**config.mk**
```make
export PLATFORM = sky130hd
export DESIGN_NAME = halt_sequencer_flat
export DESIGN_NICKNAME = d
export VERILOG_FILES = /design/src/rtl/halt_seq_pkg.sv /design/src/rtl/halt_sequencer_if.sv /design/src/rtl/halt_sequencer_apb_xfer.sv /design/src/rtl/halt_sequencer.sv /design/src/flat_wrapper.sv
export SDC_FILE = /design/constraint.sdc
export NUM_CORES = 1
export LEC_CHECK = 0
export ABC_AREA = 0
export ABC_CLOCK_PERIOD_IN_PS = 2700
export BUFFER_PORTS_ARGS = -buffer_cell sky130_fd_sc_hd__buf_4
export CAP_MARGIN = 20
export CELL_PAD_IN_SITES_DETAIL_PLACEMENT = 1
export CELL_PAD_IN_SITES_GLOBAL_PLACEMENT = 2
export CORE_ASPECT_RATIO = 0.8
export CORE_MARGIN = 8
export CORE_UTILIZATION = 35
export CTS_BUF_LIST = sky130_fd_sc_hd__clkbuf_4
export CTS_CLUSTER_DIAMETER = 100
export DETAILED_ROUTE_END_ITERATION = 8
export PLACE_DENSITY_LB_ADDON = 0.1
export SYNTH_ARGS = -nofsm -noshare
export SYNTH_HDL_FRONTEND = slang
export SYNTH_SLANG_ARGS = --single-unit
```
**constraint.sdc**
```tcl
create_clock -name PCLK -period 2.7 [get_ports PCLK]
set_input_delay 0 -clock PCLK [delete_from_list [all_inputs] [get_ports PCLK]]
set_output_delay 0 -clock PCLK [all_outputs]
set_load 0.1 [all_outputs]
```
**src/rtl/halt_seq_pkg.sv**
```systemverilog
// rtl/halt_seq_pkg.sv - shared states, encodings and status-register constants for halt_sequencer
// HALTSEQ_RESET_CMD_EN decides whether op 11 (RESET_HALT) is a supported command.
package halt_seq_pkg;

    typedef enum logic [3:0] {
        S_IDLE,
        S_RD_SETUP,
        S_RD_ACCESS,
        S_DECIDE,
        S_WR_SETUP,
        S_WR_ACCESS,
        S_WR_TURN,
        S_POLL_SETUP,
        S_POLL_ACCESS,
        S_CHECK,
        S_GAP,
        S_DONE
    } state_e;

    typedef enum logic [1:0] {
        X_IDLE,
        X_SETUP,
        X_ACCESS
    } xfer_phase_e;

    localparam logic [1:0] OP_NONE       = 2'b00;
    localparam logic [1:0] OP_HALT       = 2'b01;
    localparam logic [1:0] OP_RESUME     = 2'b10;
    localparam logic [1:0] OP_RESET_HALT = 2'b11;

    localparam logic [1:0] RSP_OK      = 2'b00;
    localparam logic [1:0] RSP_TIMEOUT = 2'b01;
    localparam logic [1:0] RSP_BADCMD  = 2'b10;

    localparam int DBG_REQ = 0;
    localparam int DBG_ACK = 1;
    localparam int RST_REQ = 2;
    localparam int HALTED  = 3;

    localparam logic [7:0] TOGGLE_DBG = 8'h01;
    localparam logic [7:0] PULSE_RST  = 8'h04;

    function automatic logic op_supported(input logic [1:0] op);
`ifdef HALTSEQ_RESET_CMD_EN
        return op != OP_NONE;
`else
        return (op != OP_NONE) && (op != OP_RESET_HALT);
`endif
    endfunction

endpackage

```
**src/rtl/halt_sequencer_if.sv**
```systemverilog
// rtl/halt_sequencer_if.sv - APB link between halt_sequencer and the status register slave
interface halt_sequencer_if;
    logic       M_PSEL;
    logic       M_PENABLE;
    logic       M_PWRITE;
    logic [4:0] M_PADDR;
    logic [7:0] M_PWDATA;
    logic [7:0] M_PRDATA;
    logic       M_PREADY;

    modport master (
        output M_PSEL, M_PENABLE, M_PWRITE, M_PADDR, M_PWDATA,
        input  M_PRDATA, M_PREADY
    );

    modport slave (
        input  M_PSEL, M_PENABLE, M_PWRITE, M_PADDR, M_PWDATA,
        output M_PRDATA, M_PREADY
    );
endinterface

```
**src/rtl/halt_sequencer_apb_xfer.sv**
```systemverilog
// rtl/halt_sequencer_apb_xfer.sv - single-transfer APB master engine (setup, access, done)
module apb_xfer
    import halt_seq_pkg::*;
#(
    parameter logic [4:0] ADDR = 5'h00
) (
    input  logic             clk_i,
    input  logic             rst_i,
    input  logic             start_i,
    input  logic             write_i,
    input  logic [7:0]       wdata_i,
    output logic             done_o,
    output logic [7:0]       rdata_o,
    halt_sequencer_if.master apb
);

    xfer_phase_e phase_q, phase_d;
    logic        write_q;
    logic [7:0]  wdata_q;
    logic [7:0]  rdata_q;

    always_comb begin
        phase_d = phase_q;
        unique case (phase_q)
            X_IDLE:   if (start_i) phase_d = X_SETUP;
            X_SETUP:  phase_d = X_ACCESS;
            X_ACCESS: if (apb.M_PREADY) phase_d = X_IDLE;
            default:  phase_d = X_IDLE;
        endcase
    end

    // Direction and data are captured once so they stay stable through setup and access.
    always_ff @(posedge clk_i) begin
        if (rst_i) begin
            phase_q <= X_IDLE;
            write_q <= 1'b0;
            wdata_q <= 8'h00;
            rdata_q <= 8'h00;
        end else begin
            phase_q <= phase_d;
            if (phase_q == X_IDLE && start_i) begin
                write_q <= write_i;
                wdata_q <= wdata_i;
            end
            if (done_o && !write_q) begin
                rdata_q <= apb.M_PRDATA;
            end
        end
    end

    assign done_o        = (phase_q == X_ACCESS) && apb.M_PREADY;
    assign rdata_o       = rdata_q;
    assign apb.M_PSEL    = (phase_q != X_IDLE);
    assign apb.M_PENABLE = (phase_q == X_ACCESS);
    assign apb.M_PWRITE  = write_q;
    assign apb.M_PWDATA  = wdata_q;
    assign apb.M_PADDR   = ADDR;

endmodule

```
**src/rtl/halt_sequencer.sv**
```systemverilog
// rtl/halt_sequencer.sv - halt/resume/reset-halt command sequencer over the debug status register
// Define HALTSEQ_RESET_CMD_EN to build the RESET_HALT (op 11) command.
module halt_sequencer
    import halt_seq_pkg::*;
#(
    parameter logic [4:0]  STATUS_ADDR    = 5'h00,
    parameter int unsigned TIMEOUT_CYCLES = 1024,
    parameter int unsigned POLL_GAP       = 4
) (
    input  logic             PCLK,
    input  logic             PRESET,
    input  logic             cmd_valid,
    input  logic [1:0]       cmd_op,
    output logic             cmd_ready,
    output logic             rsp_valid,
    output logic [1:0]       rsp_status,
    output logic             busy,
    halt_sequencer_if.master m
);

    localparam int TW = $clog2(TIMEOUT_CYCLES + 1) + 1;

    state_e        state_q, state_d;
    logic [1:0]    op_q;
    logic [1:0]    status_q, status_d;
    logic [TW-1:0] tmo_q;
    logic [15:0]   gap_q;
    logic          x_start, x_write, x_done;
    logic [7:0]    x_wdata, x_rdata;
    logic          wr_need, poll_ok, tmo_hit;
    logic [7:0]    wr_val;
    logic          unused_rdata;

    apb_xfer #(.ADDR(STATUS_ADDR)) u_xfer (
        .clk_i   (PCLK),
        .rst_i   (PRESET),
        .start_i (x_start),
        .write_i (x_write),
        .wdata_i (x_wdata),
        .done_o  (x_done),
        .rdata_o (x_rdata),
        .apb     (m)
    );

    // x_rdata holds the initial read in DECIDE and the latest poll in CHECK.
    always_comb begin
        wr_need = 1'b0;
        wr_val  = TOGGLE_DBG;
        poll_ok = 1'b0;
        case (op_q)
            OP_HALT: begin
                wr_need = ~x_rdata[DBG_REQ];
                poll_ok = x_rdata[DBG_ACK] & x_rdata[HALTED];
            end
            OP_RESUME: begin
                wr_need = x_rdata[DBG_REQ];
                poll_ok = ~x_rdata[DBG_ACK];
            end
`ifdef HALTSEQ_RESET_CMD_EN
            OP_RESET_HALT: begin
                wr_need = 1'b1;
                wr_val  = PULSE_RST | {7'b0, ~x_rdata[DBG_REQ]};
                poll_ok = ~x_rdata[RST_REQ] & x_rdata[DBG_ACK] & x_rdata[HALTED];
            end
`endif
            default: ;
        endcase
    end

    assign tmo_hit      = (tmo_q >= TW'(TIMEOUT_CYCLES));
    assign unused_rdata = ^{x_rdata[7:4], x_rdata[RST_REQ]};

    always_comb begin
        state_d  = state_q;
        status_d = status_q;
        x_start  = 1'b0;
        x_write  = 1'b0;
        x_wdata  = 8'h00;
        unique case (state_q)
            S_IDLE: begin
                if (cmd_valid) begin
                    if (op_supported(cmd_op)) begin
                        x_start = 1'b1;
                        state_d = S_RD_SETUP;
                    end else begin
                        status_d = RSP_BADCMD;
                        state_d  = S_DONE;
                    end
                end
            end
            S_RD_SETUP:  state_d = S_RD_ACCESS;
            S_RD_ACCESS: if (x_done) state_d = S_DECIDE;
            S_DECIDE: begin
                x_start = 1'b1;
                if (wr_need) begin
                    x_write = 1'b1;
                    x_wdata = wr_val;
                    state_d = S_WR_SETUP;
                end else begin
                    state_d = S_POLL_SETUP;
                end
            end
            S_WR_SETUP:  state_d = S_WR_ACCESS;
            S_WR_ACCESS: if (x_done) state_d = S_WR_TURN;
            // Idle cycle so PSEL drops between the write and the first poll.
            S_WR_TURN: begin
                x_start = 1'b1;
                state_d = S_POLL_SETUP;
            end
            S_POLL_SETUP:  state_d = S_POLL_ACCESS;
            S_POLL_ACCESS: if (x_done) state_d = S_CHECK;
            S_CHECK: begin
                if (poll_ok) begin
                    status_d = RSP_OK;
                    state_d  = S_DONE;
                end else if (tmo_hit) begin
                    status_d = RSP_TIMEOUT;
                    state_d  = S_DONE;
                end else if (POLL_GAP == 0) begin
                    x_start = 1'b1;
                    state_d = S_POLL_SETUP;
                end else begin
                    state_d = S_GAP;
                end
            end
            S_GAP: begin
                if (gap_q == 16'd0) begin
                    x_start = 1'b1;
                    state_d = S_POLL_SETUP;
                end
            end
            S_DONE:  state_d = S_IDLE;
            default: state_d = S_IDLE;
        endcase
    end

    always_ff @(posedge PCLK) begin
        if (PRESET) begin
            state_q  <= S_IDLE;
            op_q     <= OP_NONE;
            status_q <= RSP_OK;
            tmo_q    <= '0;
            gap_q    <= 16'd0;
        end else begin
            state_q  <= state_d;
            status_q <= status_d;
            if (state_q == S_IDLE) begin
                if (cmd_valid) begin
                    op_q  <= cmd_op;
                    tmo_q <= '0;
                end
            end else if (tmo_q != '1) begin
                tmo_q <= tmo_q + 1'b1;
            end
            if (state_q == S_CHECK) begin
                gap_q <= 16'(POLL_GAP - 1);
            end else if (state_q == S_GAP && gap_q != 16'd0) begin
                gap_q <= gap_q - 16'd1;
            end
        end
    end

    assign cmd_ready  = (state_q == S_IDLE);
    assign busy       = (state_q != S_IDLE);
    assign rsp_valid  = (state_q == S_DONE);
    assign rsp_status = (state_q == S_DONE) ? status_q : RSP_OK;

endmodule

```
**src/flat_wrapper.sv**
```systemverilog
// flat-port wrapper written by rule: the top's interface ports become plain ports
module halt_sequencer_flat import halt_seq_pkg::*;
#(
    parameter logic [4:0]  STATUS_ADDR    = 5'h00,
    parameter int unsigned TIMEOUT_CYCLES = 1024,
    parameter int unsigned POLL_GAP       = 4
)
  (PCLK, PRESET, cmd_valid, cmd_op, cmd_ready, rsp_valid, rsp_status, busy, m_M_PSEL, m_M_PENABLE, m_M_PWRITE, m_M_PADDR, m_M_PWDATA, m_M_PRDATA, m_M_PREADY);
  halt_sequencer_if m_i ();
  input  logic PCLK;
  input  logic PRESET;
  input  logic cmd_valid;
  input  logic [1:0] cmd_op;
  output logic cmd_ready;
  output logic rsp_valid;
  output logic [1:0] rsp_status;
  output logic busy;
  output wire logic [$bits(m_i.M_PSEL)-1:0] m_M_PSEL;
  output wire logic [$bits(m_i.M_PENABLE)-1:0] m_M_PENABLE;
  output wire logic [$bits(m_i.M_PWRITE)-1:0] m_M_PWRITE;
  output wire logic [$bits(m_i.M_PADDR)-1:0] m_M_PADDR;
  output wire logic [$bits(m_i.M_PWDATA)-1:0] m_M_PWDATA;
  input wire logic [$bits(m_i.M_PRDATA)-1:0] m_M_PRDATA;
  input wire logic [$bits(m_i.M_PREADY)-1:0] m_M_PREADY;
  assign m_M_PSEL = m_i.M_PSEL;
  assign m_M_PENABLE = m_i.M_PENABLE;
  assign m_M_PWRITE = m_i.M_PWRITE;
  assign m_M_PADDR = m_i.M_PADDR;
  assign m_M_PWDATA = m_i.M_PWDATA;
  assign m_i.M_PRDATA = m_M_PRDATA;
  assign m_i.M_PREADY = m_M_PREADY;
  halt_sequencer #(.STATUS_ADDR(STATUS_ADDR), .TIMEOUT_CYCLES(TIMEOUT_CYCLES), .POLL_GAP(POLL_GAP)) u_core (.PCLK(PCLK), .PRESET(PRESET), .cmd_valid(cmd_valid), .cmd_op(cmd_op), .cmd_ready(cmd_ready), .rsp_valid(rsp_valid), .rsp_status(rsp_status), .busy(busy), .m(m_i));
endmodule
```
# --- Word level (Yosys, flattened, before mapping) ---
# Index checks and enable logic that the tools add are counted.
word_totals:
  out_inout_bits: 21
  ff_bits: 51
classes:
  n_eq_ne: 26
  bitwise: 3
  reduce_logical: 23
  n_mux: 34
  add_sub_neg: 2
  order_cmp: 1
op_table:
  columns: ["operator", "n"]
  rows:
  - ["one-hot mux 4 bit (11 select lines)", 1]
  - ["2-to-1 mux 12 bit", 3]
  - ["2-to-1 mux 4 bit", 7]
  - ["2-to-1 mux 2 bit", 10]
  - ["equality test 4 x 3 -> 1 bit, second input constant", 4]
  - ["equality test 4 bit, second input constant", 4]
  - ["zero test 16 bit", 1]
  - ["nonzero test 16 bit", 1]
  - ["subtractor 16 x 1 -> 16 bit, second input constant", 1]
  - ["!= test 2 bit, second input constant", 7]
  - ["adder 12 x 1 -> 12 bit, second input constant", 1]
  - ["greater-or-equal comparator 12 x 11 -> 1 bit, second input constant", 1]
  - ["!= test 12 bit, second input constant", 1]
  - ["nonzero test 2 bit", 5]
  - ["equality test 4 x 2 -> 1 bit, second input constant", 2]
  - ["2-to-1 mux 8 bit", 1]
  - ["2-to-1 mux 1 bit", 7]
  - ["one-hot mux 2 bit (3 select lines)", 1]
  - ["AND reduction 2 bit", 3]
  - ["logical AND 1 bit", 5]
  - ["AND reduction 5 bit", 1]
  - ["equality test 2 x 1 -> 1 bit, second input constant", 2]
  - ["equality test 2 bit, second input constant", 2]
  - ["equality test 4 x 1 -> 1 bit, second input constant", 1]
  - ["other kinds (13)", 17]

# --- Depth between registers and ports, before layout ---
# Gate-level depths: netlist (run 1).
logic_depth:
  ltp_word: 7
  depth_mapped: 8

# --- By module ---
# From an unflattened synthesis (run 1), not the netlist that was laid out.
hier_totals:
  cells_unflattened: 364
  area_unflattened_um2: 3163.0
by_module_without_submodules:
  columns: ["mod", "cells_per_inst", "area_each_um2", "instances", "seq_area_each_um2"]
  rows:
  - ["halt_sequencer", 274, 2242.2, 1, 720.7]
  - ["apb_xfer", 90, 920.9, 1, 380.4]

# --- Worst setup path after synthesis (run 1) ---
# OpenSTA, ideal clock, no wires.
synth_path:
  kind: "reg2reg"
  from: "register u_core.state_q[0]"
  to: "register u_core.tmo_q[5]"
  t_arrival_ps: 2449
  stages_incl_launch_ff: 7
  required_time_ps: 2572
  n_path_buf: 1
  path_slack_ps: 123
  period_less_slack_ps: 2577
  path_cell_list: "dfxtp_1 -> or4_1 -> clkinv_1 -> buf_2 -> nor3_1 -> xnor2_1 -> nor2_1"
synth_via:
  elab_chain_len: 3
  word_cells_on_any_way: 5
  cone_classes: "eq/ne (1); mux (1); reduce/logical (3)"
synth_lines:
  columns: ["element", "line", "source"]
  rows:
  - ["start: declaration", "halt_sequencer.sv:23", "state_e state_q, state_d;"]
  - ["start signal: assignment", "halt_sequencer.sv:145", "state_q <= state_d;"]
  - ["zero test 4 bit *", null, null]
  - ["net cmd_ready", "flat_wrapper.sv:14", "output logic cmd_ready;"]
  - ["!= test 2 bit (no line) or nonzero test 2 bit (tied branches)", null, null]
  - ["AND reduction 2 bit (no line)", null, null]
  - ["end signal: assignment", "halt_sequencer.sv:153", "tmo_q <= tmo_q + 1'b1;"]
  - ["end: declaration", "halt_sequencer.sv:26", "logic [TW-1:0] tmo_q;"]
# The timed path passes the listed nets; every way through them passes the cells marked *.
# A chain may end at the register's enable or synchronous reset.

# --- Worst setup path after layout (run 1) ---
layout_path:
  from: "register u_core.state_q[1]"
  to: "register u_core.op_q[0]"
layout_via:
  elab_chain_len: 2
layout_lines:
  columns: ["element", "line", "source"]
  rows:
  - ["zero test 4 bit", "halt_sequencer.sv:147", "if (state_q == S_IDLE) begin"]
  - ["AND reduction 2 bit (no line)", null, null]
  - ["end signal: assignment", "halt_sequencer.sv:149", "op_q <= cmd_op;"]
  - ["end: declaration", "halt_sequencer.sv:24", "logic [1:0] op_q;"]
# No other way between the ends.

==> results of run 1 <==
==> routing by layer <==
layer  GRT usage, %  vias up
li1               -     1061
met1           18.1     1008
met2           18.3       19
met3           2.61        5
met4           3.70        0
met5              0        -
==> cells in the mapped netlist, drive strengths merged (2+ instances only) <==
cell,number
nand3,15
nor3,12
nor4,8
and2,3
inv,8
dfxtp,42
o21ai,8
mux2,2
clkbuf,10
a211oi,4
nand4b,4
nand4bb,2
nand2b,8
or2,3
nor2,35
ha,5
mux2i,4
a31oi,2
or4,4
nand4,6
nand2,17
xnor2,14
o21bai,2
a21oi,20
and3,3
or3,5
nor2b,5
buf,16
xor2,8
==> power by group <==
part | switching (mW) | internal [mW]
clock network | 0.215 | 0.0942
logic | 0.852 | 0.386
registers | 0.0721 | 0.687
==> worst max path at each step <==
| stage | from | endpoint | slack (ns) |
|---|---|---|---|
| floorplan | u_core.state_q[0]$_SDFFE_PP0P_ | u_core.tmo_q[5]$_SDFFE_PP0P_ | 0.12 |
| global placement | u_core.state_q[1]$_SDFFE_PP0P_ | u_core.tmo_q[2]$_SDFFE_PP0P_ | 0.62 |
| detailed placement | u_core.state_q[1]$_SDFFE_PP0P_ | u_core.tmo_q[2]$_SDFFE_PP0P_ | 0.59 |
| CTS | u_core.state_q[1]$_SDFFE_PP0P_ | u_core.op_q[0]$_SDFFE_PP0P_ | 0.47 |
| global route | u_core.state_q[1]$_SDFFE_PP0P_ | u_core.op_q[0]$_SDFFE_PP0P_ | 0.34 |
| finish | u_core.state_q[1]$_SDFFE_PP0P_ | u_core.op_q[0]$_SDFFE_PP0P_ | 0.45 |
==> sequential cells by signal, indices dropped and copies added, names as in the netlist <==
signal,cells
u_core.gap_q,16
u_core.op_q,2
u_core.state_q,4
u_core.status_q,2
u_core.tmo_q,12
u_core.u_xfer.apb.M_PWDATA,1
u_core.u_xfer.phase_q,2
u_core.u_xfer.rdata_o,3
==> tightest hold or removal path, cell delays in order <==
cell and delay, ns:
buf_4 0.13, a21oi_1 0.09, nand3_1 0.08, o21ai_0 0.07
==> cell families after synthesis <==
group           share of synthesized area [%]
simple gates                             33.1
xor+xnor                                 7.81
mux                                      2.53
compound gates                           10.6
flops                                    34.1
fa+ha+maj                                2.53
other cells                             0.152
buf+inv                                  9.17
==> repair_timing <==
item                                   4_1_cts  5_1_grt
gates resized for setup                      0        0
endpoints found under the hold margin       13        0
hold buffers                                13        0
==> final cells by class <==
class / instances / area (sq um)
well taps: 87 / 109
fillers: 844 / 4070
flip-flops and latches: 42 / 841
repair buffers: 38 / 318
multi-input cells: 226 / 1440
inverters: 9 / 33.8
clock inverters: 2 / 10.0
clock buffers: 5 / 37.5
==> flow_results.xml, run 1 <==
<?xml version="1.0" encoding="UTF-8"?>
<metrics>
  <group name="run">
    <metric name="maxCapViolCount" unit="">0</metric>
  </group>
  <group name="synthesis">
    <metric name="synth-main-ff-cell" unit="">dfxtp_1</metric>
    <metric name="synth_largest_type_area_fraction" unit="%">34.1</metric>
    <metric name="async_flop_share" unit="%">0</metric>
    <metric name="number_of_enable_type_register_cells_in_the_synthesized_netlist" unit="">0</metric>
    <metric name="synth-seq-area-share" unit="%">34.1</metric>
    <metric name="largest_cells_by_area_after_synthesis" unit="">dfxtp_1 34%, nor2_1 5.2%, xnor2_1 5.0%, a21oi_1 4.1%, buf_4 4.0%</metric>
    <metric name="synth_largest_area_cell" unit="">dfxtp_1</metric>
    <metric name="ys_seq_elements" unit="">42</metric>
    <metric name="synthesis.instances" unit="">292</metric>
    <metric name="syn-cell-area" unit="sq mm">0.00247</metric>
    <metric name="synth.avg_cell_area" unit="sq um">8.45</metric>
    <metric name="post_synth_num_cell_types" unit="">59</metric>
    <metric name="synth.yosys.warnings" unit="">0</metric>
  </group>
  <group name="cells_and_area">
    <metric name="mostFrequentLayoutCell" unit="">dfxtp_1</metric>
    <metric name="final_area" unit="sq mm">0.00279</metric>
    <metric name="final_cells" unit="">409</metric>
    <metric name="drive_gt1_share" unit="%">15.5</metric>
    <metric name="nets" unit="">341</metric>
    <metric name="insertedDiodeCount" unit="">0</metric>
    <metric name="final_cell_mix" unit="">42 x dfxtp_1, 34 x nor2_1, 25 x buf_4, 20 x a21oi_1, 17 x nand2_1</metric>
    <metric name="final_util" unit="%">40.7</metric>
    <metric name="flow.area_growth_from_synthesis" unit="%">13.1</metric>
  </group>
  <group name="grt">
    <metric name="first_pass_grt_wire_length" unit="mm">10.3</metric>
    <metric name="global_route.overflow_total" unit="">0</metric>
    <metric name="grt_util_all_layers" unit="%">12.6</metric>
    <metric name="grt_start_max_net_pins" unit="">23</metric>
    <metric name="initial_antenna_violation_count" unit="">0</metric>
    <metric name="via_count_of_the_first_global_routing_pass" unit="">2055</metric>
  </group>
  <group name="sta">
    <metric name="clock_skew" unit="ns">0.0122</metric>
    <metric name="grt_setup_unrepaired" unit="">no</metric>
    <metric name="finalHoldViolCount" unit="">0</metric>
    <metric name="clock.fmax" unit="GHz">0.445</metric>
    <metric name="worst_hold_slack_after_final_layout" unit="ns">0.0523</metric>
    <metric name="setup_violation_total_in_the_final_timing_report" unit="">0</metric>
    <metric name="final.setup.tns" unit="ns">0</metric>
    <metric name="worst_slew_pin_slew" unit="ns">0.560</metric>
    <metric name="final.period_utilization" unit="%">83.2</metric>
    <metric name="remaining_max_slew_budget_at_the_tightest_pin" unit="%">62.7</metric>
    <metric name="final-max-slew-violation-count" unit="">0</metric>
    <metric name="final_period_minus_worst_setup_slack" unit="ns">2.25</metric>
    <metric name="layout_setup_ws" unit="ns">0.454</metric>
  </group>
  <group name="worst_setup_path">
    <metric name="worstSetupPathDepth" unit="">6</metric>
    <metric name="worstPathCellList" unit="">or4_1 -&gt; clkinv_1 -&gt; buf_4 -&gt; nand3_1 -&gt; dlygate4sd3_1 -&gt; a21oi_1</metric>
    <metric name="worst-path-max-fanout" unit="">16</metric>
    <metric name="critPathTopFamily" unit="">buffers and inverters</metric>
    <metric name="worst-endpoint-required" unit="ns">2.99</metric>
    <metric name="crit-reg2reg-capture" unit="">u_core.op_q[0]$_SDFFE_PP0P_</metric>
    <metric name="rr_startpoint" unit="">u_core.state_q[1]$_SDFFE_PP0P_</metric>
    <metric name="critPathBufInv" unit="">3</metric>
    <metric name="critical_path.startpoint_type" unit="">flop</metric>
    <metric name="setup.worst_path.end_class" unit="">flop</metric>
    <metric name="crit_path_max_incr_delay" unit="ns">0.67</metric>
    <metric name="worst-r2r-setup-slack" unit="ns">0.45</metric>
    <metric name="cp.arrival" unit="ns">2.54</metric>
    <metric name="worst_path_max_delay_cell" unit="">or4_1</metric>
    <metric name="r2r_cells" unit="">6</metric>
    <metric name="timing_worst_setup_path_type" unit="">flop to flop</metric>
  </group>
  <group name="min_path">
    <metric name="whs_endpoint" unit="">u_core.tmo_q[1]$_SDFFE_PP0P_</metric>
    <metric name="worstHoldPathType" unit="">primary input to flop</metric>
    <metric name="min-delay-start" unit="">cmd_valid</metric>
    <metric name="min_path_cells" unit="">4</metric>
  </group>
  <group name="floorplanning">
    <metric name="rows" unit="">27</metric>
    <metric name="top_level_ports" unit="">35</metric>
    <metric name="core_area" unit="sq mm">0.00686</metric>
    <metric name="initial_util" unit="%">36.0</metric>
    <metric name="die-height" unit="microns">91.1</metric>
    <metric name="die-area" unit="sq mm">0.0100</metric>
    <metric name="die_x" unit="microns">110</metric>
  </group>
  <group name="clock_network">
    <metric name="root_buffer" unit="">clkbuf_4</metric>
    <metric name="tritoncts.num_buffers" unit="">5</metric>
    <metric name="number_of_levels_in_the_clock_h_tree" unit="">2</metric>
    <metric name="clk-insertion-delay-late" unit="ns">0.35</metric>
    <metric name="clockBufferDepth" unit="">2</metric>
    <metric name="clk_pin_slew_worst_paths" unit="ns">0.13</metric>
    <metric name="post-cts-setup-buffer-count" unit="">0</metric>
    <metric name="cts_num_sinks" unit="">42</metric>
    <metric name="tritoncts_clock_tree" unit="">yes</metric>
  </group>
  <group name="placement">
    <metric name="port-buffer-count" unit="">17</metric>
    <metric name="preCtsSetupSlack" unit="ns">0.585</metric>
    <metric name="place.detailed.hpwl" unit="mm">4.31</metric>
    <metric name="place.detailed.instances" unit="">389</metric>
    <metric name="routability_congestion" unit="">0.724</metric>
    <metric name="placedInstanceArea" unit="sq mm">0.00261</metric>
  </group>
  <group name="route">
    <metric name="wl_met3" unit="microns">133</metric>
    <metric name="route.layer.met1.wl" unit="mm">3.18</metric>
    <metric name="drc" unit="">0</metric>
    <metric name="via_count" unit="">2093</metric>
    <metric name="wl_met2" unit="mm">2.60</metric>
    <metric name="via_per_inst" unit="">5.12</metric>
    <metric name="drt_iter0_markers" unit="">50</metric>
    <metric name="postRouteAntennaNets" unit="">0</metric>
    <metric name="routed.top_layer" unit="">met4</metric>
    <metric name="dr.pass1.iters" unit="">4</metric>
    <metric name="routed_length_per_instance" unit="microns">14.6</metric>
    <metric name="detail_route.wirelength" unit="mm">5.96</metric>
  </group>
  <group name="power">
    <metric name="worst_vdd_rail_ir_drop" unit="mV">1.41</metric>
    <metric name="p_per_area" unit="mW/mm^2">826</metric>
    <metric name="total_power" unit="mW">2.31</metric>
    <metric name="p_leak" unit="nW">1.04</metric>
  </group>
  <group name="outcome">
    <metric name="status" unit="">complete, no violations</metric>
  </group>
</metrics>
Power figures use the tool's default switching activity.
==> run 2, diff against run 1 <==
--- a/config.mk
+++ b/config.mk
@@ -6,7 +6,7 @@
 export NUM_CORES = 1
 export LEC_CHECK = 0
 export ABC_AREA = 0
-export ABC_CLOCK_PERIOD_IN_PS = 2700
+export ABC_CLOCK_PERIOD_IN_PS = 2100
 export BUFFER_PORTS_ARGS = -buffer_cell sky130_fd_sc_hd__buf_4
 export CAP_MARGIN = 20
 export CELL_PAD_IN_SITES_DETAIL_PLACEMENT = 1
==> constraint.sdc (replaced) <==
create_clock -name PCLK -period 2.1 [get_ports PCLK]
set_input_delay 0 -clock PCLK [delete_from_list [all_inputs] [get_ports PCLK]]
set_output_delay 0 -clock PCLK [all_outputs]
set_load 0.1 [all_outputs]
==> flow_results.xml, run 2 (synthesized netlist as in run 1, its figures left out) <==
<?xml version="1.0" encoding="UTF-8"?>
<metrics>
  <group name="outcome">
    <metric name="status" unit="">complete, no violations</metric>
  </group>
  <group name="worst_setup_path">
    <metric name="setup.worst_path.end_class" unit="">primary output</metric>
    <metric name="rr_startpoint" unit="">u_core.gap_q[6]$_SDFFE_PP0P_</metric>
    <metric name="r2r_cells" unit="">5</metric>
    <metric name="cp.arrival" unit="ns">2.00</metric>
    <metric name="critical_path.startpoint_type" unit="">flop</metric>
    <metric name="worst-r2r-setup-slack" unit="ns">0.16</metric>
    <metric name="critPathLaunch" unit="">u_core.state_q[3]$_SDFFE_PP0P_</metric>
    <metric name="worst-path-max-fanout" unit="">13</metric>
    <metric name="worst_setup_path_endpoint" unit="">cmd_ready</metric>
    <metric name="worst-endpoint-required" unit="ns">2.10</metric>
    <metric name="timing_worst_setup_path_type" unit="">flop to primary output</metric>
    <metric name="crit-reg2reg-capture" unit="">u_core.u_xfer.apb.M_PWDATA[0]$_SDFFE_PP0P_</metric>
  </group>
  <group name="sta">
    <metric name="grt_setup_unrepaired" unit="">no</metric>
    <metric name="finalHoldViolCount" unit="">0</metric>
    <metric name="clock.fmax" unit="GHz">0.499</metric>
    <metric name="layout_setup_ws" unit="ns">0.0976</metric>
    <metric name="final-max-slew-violation-count" unit="">0</metric>
    <metric name="final_period_minus_worst_setup_slack" unit="ns">2.00</metric>
    <metric name="clock_skew" unit="ns">0.00885</metric>
    <metric name="setup_violation_total_in_the_final_timing_report" unit="">0</metric>
    <metric name="final.period_utilization" unit="%">95.4</metric>
    <metric name="final.setup.tns" unit="ns">0</metric>
  </group>
  <group name="power">
    <metric name="netSwitchingFraction" unit="%">46.7</metric>
    <metric name="fraction_of_power_consumed_by_the_clock_network" unit="%">17.3</metric>
    <metric name="total_switching_power" unit="mW">1.51</metric>
    <metric name="total_power" unit="mW">3.23</metric>
    <metric name="power.share.combinational" unit="%">51.8</metric>
    <metric name="seq_power_share" unit="%">30.9</metric>
    <metric name="worst_vdd_rail_ir_drop" unit="mV">0.986</metric>
    <metric name="p_leak" unit="nW">1.11</metric>
    <metric name="power_report.internal_total" unit="mW">1.72</metric>
    <metric name="p_per_area" unit="mW/mm^2">1110</metric>
  </group>
  <group name="cells_and_area">
    <metric name="insertedDiodeCount" unit="">0</metric>
    <metric name="num-fill-cells" unit="">837</metric>
    <metric name="largest_register_ff_count" unit="">16</metric>
    <metric name="final-seq-area" unit="sq um">841</metric>
    <metric name="nets" unit="">351</metric>
    <metric name="final_area" unit="sq mm">0.00292</metric>
    <metric name="largest-register" unit="">u_core.gap_q</metric>
    <metric name="flow.area_growth_from_synthesis" unit="%">18.2</metric>
    <metric name="largestRegisters" unit="">u_core.gap_q x16, u_core.tmo_q x12, u_core.state_q x4</metric>
    <metric name="drive_gt1_share" unit="%">20.4</metric>
    <metric name="mostFrequentLayoutCell" unit="">dfxtp_1</metric>
    <metric name="final_cells" unit="">420</metric>
    <metric name="final_cell_mix" unit="">42 x dfxtp_1, 37 x buf_4, 34 x nor2_1, 19 x a21oi_1, 17 x nand2_1</metric>
    <metric name="multi_input_comb_area" unit="sq mm">0.00146</metric>
  </group>
  <group name="clock_network">
    <metric name="tritoncts_clock_tree" unit="">yes</metric>
    <metric name="number_of_levels_in_the_clock_h_tree" unit="">2</metric>
    <metric name="tritoncts.num_buffers" unit="">5</metric>
    <metric name="clk_pin_slew_worst_paths" unit="ns">0.13</metric>
    <metric name="clk-insertion-delay-late" unit="ns">0.35</metric>
    <metric name="clockBufferDepth" unit="">2</metric>
    <metric name="cts_num_sinks" unit="">42</metric>
    <metric name="root_buffer" unit="">clkbuf_4</metric>
  </group>
  <group name="floorplanning">
    <metric name="initial_util" unit="%">36.0</metric>
    <metric name="die-height" unit="microns">91.1</metric>
    <metric name="top_level_ports" unit="">35</metric>
    <metric name="core_area" unit="sq mm">0.00686</metric>
    <metric name="die-area" unit="sq mm">0.0100</metric>
    <metric name="die_x" unit="microns">110</metric>
    <metric name="rows" unit="">27</metric>
  </group>
  <group name="route">
    <metric name="drc" unit="">0</metric>
    <metric name="drt_iter0_markers" unit="">62</metric>
    <metric name="via_per_inst" unit="">5.02</metric>
    <metric name="dr.pass1.iters" unit="">4</metric>
    <metric name="via_count" unit="">2110</metric>
    <metric name="detail_route.wirelength" unit="mm">6.20</metric>
    <metric name="routed_length_per_instance" unit="microns">14.8</metric>
    <metric name="postRouteAntennaNets" unit="">0</metric>
  </group>
  <group name="grt">
    <metric name="initial_antenna_violation_count" unit="">0</metric>
    <metric name="global_route.overflow_total" unit="">0</metric>
    <metric name="via_count_of_the_first_global_routing_pass" unit="">2146</metric>
    <metric name="grt_util_all_layers" unit="%">12.9</metric>
    <metric name="grt_start_max_net_pins" unit="">23</metric>
    <metric name="first_pass_grt_wire_length" unit="mm">10.6</metric>
  </group>
  <group name="placement">
    <metric name="place.detailed.instances" unit="">399</metric>
    <metric name="port-buffer-count" unit="">17</metric>
    <metric name="place.detailed.hpwl" unit="mm">4.47</metric>
    <metric name="placedInstanceArea" unit="sq mm">0.00270</metric>
    <metric name="preCtsSetupSlack" unit="ns">0.102</metric>
    <metric name="routability_congestion" unit="">0.770</metric>
  </group>
  <group name="run">
    <metric name="maxCapViolCount" unit="">0</metric>
  </group>
  <group name="min_path">
    <metric name="worstHoldPathType" unit="">primary input to flop</metric>
  </group>
</metrics>
## run 2: power groups by stage
stage	Combinational [mW]	Clock [mW]	Sequential, mW
floorplan	1.31	0	0.963
global placement	1.59	0	1.01
global route	1.81	0.615	1.01
detailed placement	1.60	0	1.01
CTS	1.63	0.582	0.993
finish	1.67	0.557	0.998
## run 2: what timing repair did
action,CTS,global route
setup buffers,0,2
gates resized for setup,1,3
hold endpoints to repair,11,0
endpoints found under the setup margin,1,3
hold buffers,11,0
pin swaps,0,1
## run 2: worst min-delay path by stage
stage                        from                                    end  slack [ns]  depth (start not counted)
floorplan           m_M_PRDATA[0]  u_core.u_xfer.rdata_o[0]$_SDFFE_PP0P_        0.14                          2
global placement    m_M_PRDATA[1]  u_core.u_xfer.rdata_o[1]$_SDFFE_PP0P_        0.25                          3
detailed placement  m_M_PRDATA[3]  u_core.u_xfer.rdata_o[3]$_SDFFE_PP0P_        0.26                          3
CTS                     cmd_op[0]            u_core.op_q[0]$_SDFFE_PP0P_        0.45                          4
global route            cmd_op[1]            u_core.op_q[1]$_SDFFE_PP0P_        0.47                          4
finish                  cmd_op[0]            u_core.op_q[0]$_SDFFE_PP0P_        0.47                          4
## run 2: metrics by stage
step	utilization (%)	hold slack, ns
3_3_place_gp	39.3	0.252
3_5_place_dp	39.3	0.264
2_1_floorplan	-	0.136
6_report	42.5	0.473
5_1_grt	42.5	0.474
4_1_cts	42.1	0.454
## run 2: routing by layer
| layer | share of wire (%) | up-vias | track usage, % | wire length, microns |
|---|---|---|---|---|
| li1 | - | 1082 | - | - |
| met1 | 53 | 1005 | 18.1 | 3260 |
| met2 | 44 | 18 | 19.5 | 2750 |
| met3 | 2.3 | 5 | 2.97 | 140 |
| met4 | 0.73 | 0 | 2.69 | 45 |
| met5 | 0 | - | 0 | 0 |
## run 2: cell type report
| class | instances | area share [%] |
|---|---|---|
| clock buffer | 7 | 1.80 |
| inverter | 9 | 1.20 |
| timing repair buffer | 48 | 13.3 |
| clock inverter | 1 | 1.03 |
| tap | 87 | 3.73 |
| multi-input combinational | 226 | 50.1 |
| sequential | 42 | 28.8 |
## run 2: critical path, cell delays in order, from the launching register on
cell	delay (ns)
dfxtp_1	0.42
or4_4	0.61
clkinv_2	0.17
buf_4	0.17
buf_4	0.29
==> run 3, diff against run 2 <==
--- a/config.mk
+++ b/config.mk
@@ -6,17 +6,18 @@
 export NUM_CORES = 1
 export LEC_CHECK = 0
 export ABC_AREA = 0
-export ABC_CLOCK_PERIOD_IN_PS = 2100
+export ABC_CLOCK_PERIOD_IN_PS = 2500
 export BUFFER_PORTS_ARGS = -buffer_cell sky130_fd_sc_hd__buf_4
 export CAP_MARGIN = 20
 export CELL_PAD_IN_SITES_DETAIL_PLACEMENT = 1
 export CELL_PAD_IN_SITES_GLOBAL_PLACEMENT = 2
 export CORE_ASPECT_RATIO = 0.8
 export CORE_MARGIN = 8
-export CORE_UTILIZATION = 35
+export CORE_UTILIZATION = 38
 export CTS_BUF_LIST = sky130_fd_sc_hd__clkbuf_4
 export CTS_CLUSTER_DIAMETER = 100
 export DETAILED_ROUTE_END_ITERATION = 8
+export GPL_TIMING_DRIVEN = 0
 export PLACE_DENSITY_LB_ADDON = 0.1
 export SYNTH_ARGS = -nofsm -noshare
 export SYNTH_HDL_FRONTEND = slang
==> constraint.sdc (replaced) <==
create_clock -name PCLK -period 2.5 [get_ports PCLK]
set_input_delay 0 -clock PCLK [delete_from_list [all_inputs] [get_ports PCLK]]
set_output_delay 0 -clock PCLK [all_outputs]
set_load 0.1 [all_outputs]
==> flow_results.xml, run 3 (synthesized netlist as in run 1, its figures left out) <==
<?xml version="1.0" encoding="UTF-8"?>
<metrics>
  <group name="grt">
    <metric name="grt_start_max_net_pins" unit="">13</metric>
    <metric name="grt.met3_usage" unit="%">3.16</metric>
    <metric name="grt_util_all_layers" unit="%">13.8</metric>
    <metric name="via_count_of_the_first_global_routing_pass" unit="">2174</metric>
    <metric name="global_route.usage.met2" unit="%">21.3</metric>
    <metric name="initial_antenna_violation_count" unit="">0</metric>
    <metric name="globalRouteMet1Util" unit="%">18.7</metric>
    <metric name="first_pass_grt_wire_length" unit="mm">10.5</metric>
    <metric name="global_route.overflow_total" unit="">0</metric>
    <metric name="top_usage_layer" unit="">met2</metric>
  </group>
  <group name="route">
    <metric name="dr.pass1.iters" unit="">4</metric>
    <metric name="via_count" unit="">2144</metric>
    <metric name="detail_route.wirelength" unit="mm">6.04</metric>
    <metric name="via_per_inst" unit="">5.09</metric>
    <metric name="drc" unit="">0</metric>
    <metric name="drt_iter0_markers" unit="">53</metric>
    <metric name="postRouteAntennaNets" unit="">0</metric>
    <metric name="routed_length_per_instance" unit="microns">14.3</metric>
  </group>
  <group name="power">
    <metric name="fraction_of_power_consumed_by_the_clock_network" unit="%">13.6</metric>
    <metric name="netSwitchingFraction" unit="%">49.0</metric>
    <metric name="power.share.combinational" unit="%">54.4</metric>
    <metric name="p_leak" unit="nW">1.09</metric>
    <metric name="p_per_area" unit="mW/mm^2">876</metric>
    <metric name="total_power" unit="mW">2.53</metric>
    <metric name="power_report.internal_total" unit="mW">1.29</metric>
    <metric name="worst_vdd_rail_ir_drop" unit="mV">1.09</metric>
    <metric name="total_switching_power" unit="mW">1.24</metric>
    <metric name="seq_power_share" unit="%">32.0</metric>
  </group>
  <group name="cells_and_area">
    <metric name="flow.area_growth_from_synthesis" unit="%">17.1</metric>
    <metric name="largestRegisters" unit="">u_core.gap_q x16, u_core.tmo_q x12, u_core.state_q x4</metric>
    <metric name="largest-register" unit="">u_core.gap_q</metric>
    <metric name="final_area" unit="sq mm">0.00289</metric>
    <metric name="final_cell_mix" unit="">42 x dfxtp_1, 34 x nor2_1, 30 x buf_4, 20 x a21oi_1, 17 x nand2_1</metric>
    <metric name="mostFrequentLayoutCell" unit="">dfxtp_1</metric>
    <metric name="num-fill-cells" unit="">810</metric>
    <metric name="largest_register_ff_count" unit="">16</metric>
    <metric name="final_cells" unit="">421</metric>
    <metric name="multi_input_comb_area" unit="sq mm">0.00145</metric>
    <metric name="final-seq-area" unit="sq um">841</metric>
    <metric name="drive_gt1_share" unit="%">18.4</metric>
    <metric name="nets" unit="">355</metric>
    <metric name="insertedDiodeCount" unit="">0</metric>
  </group>
  <group name="sta">
    <metric name="final.setup.tns" unit="ns">0</metric>
    <metric name="final_period_minus_worst_setup_slack" unit="ns">2.23</metric>
    <metric name="layout_setup_ws" unit="ns">0.267</metric>
    <metric name="final-max-slew-violation-count" unit="">0</metric>
    <metric name="finalHoldViolCount" unit="">0</metric>
    <metric name="clock.fmax" unit="GHz">0.448</metric>
    <metric name="worst_slew_pin_slew" unit="ns">0.631</metric>
    <metric name="setup_violation_total_in_the_final_timing_report" unit="">0</metric>
    <metric name="clock_skew" unit="ns">0.00390</metric>
    <metric name="remaining_max_slew_budget_at_the_tightest_pin" unit="%">57.9</metric>
    <metric name="final.period_utilization" unit="%">89.3</metric>
    <metric name="grt_setup_unrepaired" unit="">no</metric>
  </group>
  <group name="clock_network">
    <metric name="post-cts-setup-buffer-count" unit="">0</metric>
    <metric name="holdBufCountCts" unit="">9</metric>
    <metric name="tritoncts.num_buffers" unit="">5</metric>
    <metric name="cts_num_sinks" unit="">42</metric>
    <metric name="clockBufferDepth" unit="">2</metric>
    <metric name="number_of_levels_in_the_clock_h_tree" unit="">2</metric>
    <metric name="number_of_gates_resized_after_cts" unit="">0</metric>
    <metric name="root_buffer" unit="">clkbuf_4</metric>
    <metric name="clk_pin_slew_worst_paths" unit="ns">0.13</metric>
    <metric name="tritoncts_clock_tree" unit="">yes</metric>
    <metric name="clk-insertion-delay-late" unit="ns">0.34</metric>
  </group>
  <group name="outcome">
    <metric name="status" unit="">complete, no violations</metric>
  </group>
  <group name="run">
    <metric name="maxCapViolCount" unit="">0</metric>
  </group>
  <group name="floorplanning">
    <metric name="top_level_ports" unit="">35</metric>
    <metric name="initial_util" unit="%">38.9</metric>
    <metric name="die-height" unit="microns">88.1</metric>
    <metric name="core_area" unit="sq mm">0.00634</metric>
    <metric name="die-area" unit="sq mm">0.00935</metric>
    <metric name="die_x" unit="microns">106</metric>
    <metric name="rows" unit="">26</metric>
  </group>
  <group name="placement">
    <metric name="place.detailed.hpwl" unit="mm">4.49</metric>
    <metric name="preCtsSetupSlack" unit="ns">0.432</metric>
    <metric name="place.detailed.instances" unit="">404</metric>
    <metric name="placedInstanceArea" unit="sq mm">0.00275</metric>
    <metric name="routability_congestion" unit="">0.751</metric>
    <metric name="port-buffer-count" unit="">17</metric>
  </group>
  <group name="worst_setup_path">
    <metric name="worst-endpoint-required" unit="ns">2.78</metric>
    <metric name="worst-path-max-fanout" unit="">10</metric>
    <metric name="critical_path.startpoint_type" unit="">flop</metric>
    <metric name="timing_worst_setup_path_type" unit="">flop to flop</metric>
    <metric name="cp.arrival" unit="ns">2.52</metric>
    <metric name="setup.worst_path.end_class" unit="">flop</metric>
  </group>
  <group name="min_path">
    <metric name="worstHoldPathType" unit="">primary input to flop</metric>
  </group>
</metrics>
==> run 3: stage by stage <==
step,utilization (%),hold slack (ns)
2_1_floorplan,-,0.136
3_3_place_gp,43.3,0.252
3_5_place_dp,43.3,0.262
4_1_cts,45.6,0.0332
5_1_grt,45.6,0.0429
6_report,45.6,0.0587
==> run 3: worst max-delay path: stages (launching register included) <==
cell and delay [ns]:
dfxtp_1 0.39, or4_4 0.59, clkinv_1 0.17, buf_2 0.26, nand3_1 0.10, dlygate4sd3_1 0.56, a21oi_1 0.11
==> run 3: layout make-up <==
type                    instances  area share, %
multi-input cells             226           50.0
flip-flops and latches         42           29.1
repair buffers                 26           7.53
plain buffers                  26           6.67
well taps                      84           3.64
clock buffers                   6           1.56
inverters                       9           1.17
clock inverters                 2          0.303
==> run 3: final timing paths <==
kind,from,to,slack (ns),cells past startpoint
worst max-delay path,u_core.state_q[0]$_SDFFE_PP0P_,u_core.op_q[1]$_SDFFE_PP0P_,0.27,6
worst min-delay path,cmd_valid,u_core.tmo_q[0]$_SDFFE_PP0P_,0.06,4
worst max register to register,u_core.state_q[0]$_SDFFE_PP0P_,u_core.op_q[1]$_SDFFE_PP0P_,0.27,6
worst min register to register,u_core.op_q[1]$_SDFFE_PP0P_,u_core.op_q[1]$_SDFFE_PP0P_,0.49,2
==> run 3: layer usage <==
layer / vias to the layer above / part of all wire, %
li1: 1099 / -
met1: 1013 / 53
met2: 27 / 43
met3: 5 / 2.8
met4: 0 / 0.73
met5: - / 0
==> run 3: power groups by stage <==
| stage | clock network, mW | logic [mW] | registers, mW |
|---|---|---|---|
| after detailed placement | 0 | 1.36 | 0.826 |
| after global placement | 0 | 1.35 | 0.826 |
| after CTS | 0.368 | 1.38 | 0.811 |
| final | 0.345 | 1.38 | 0.810 |
| after floorplan | 0 | 1.09 | 0.809 |
| after global routing | 0.394 | 1.49 | 0.824 |
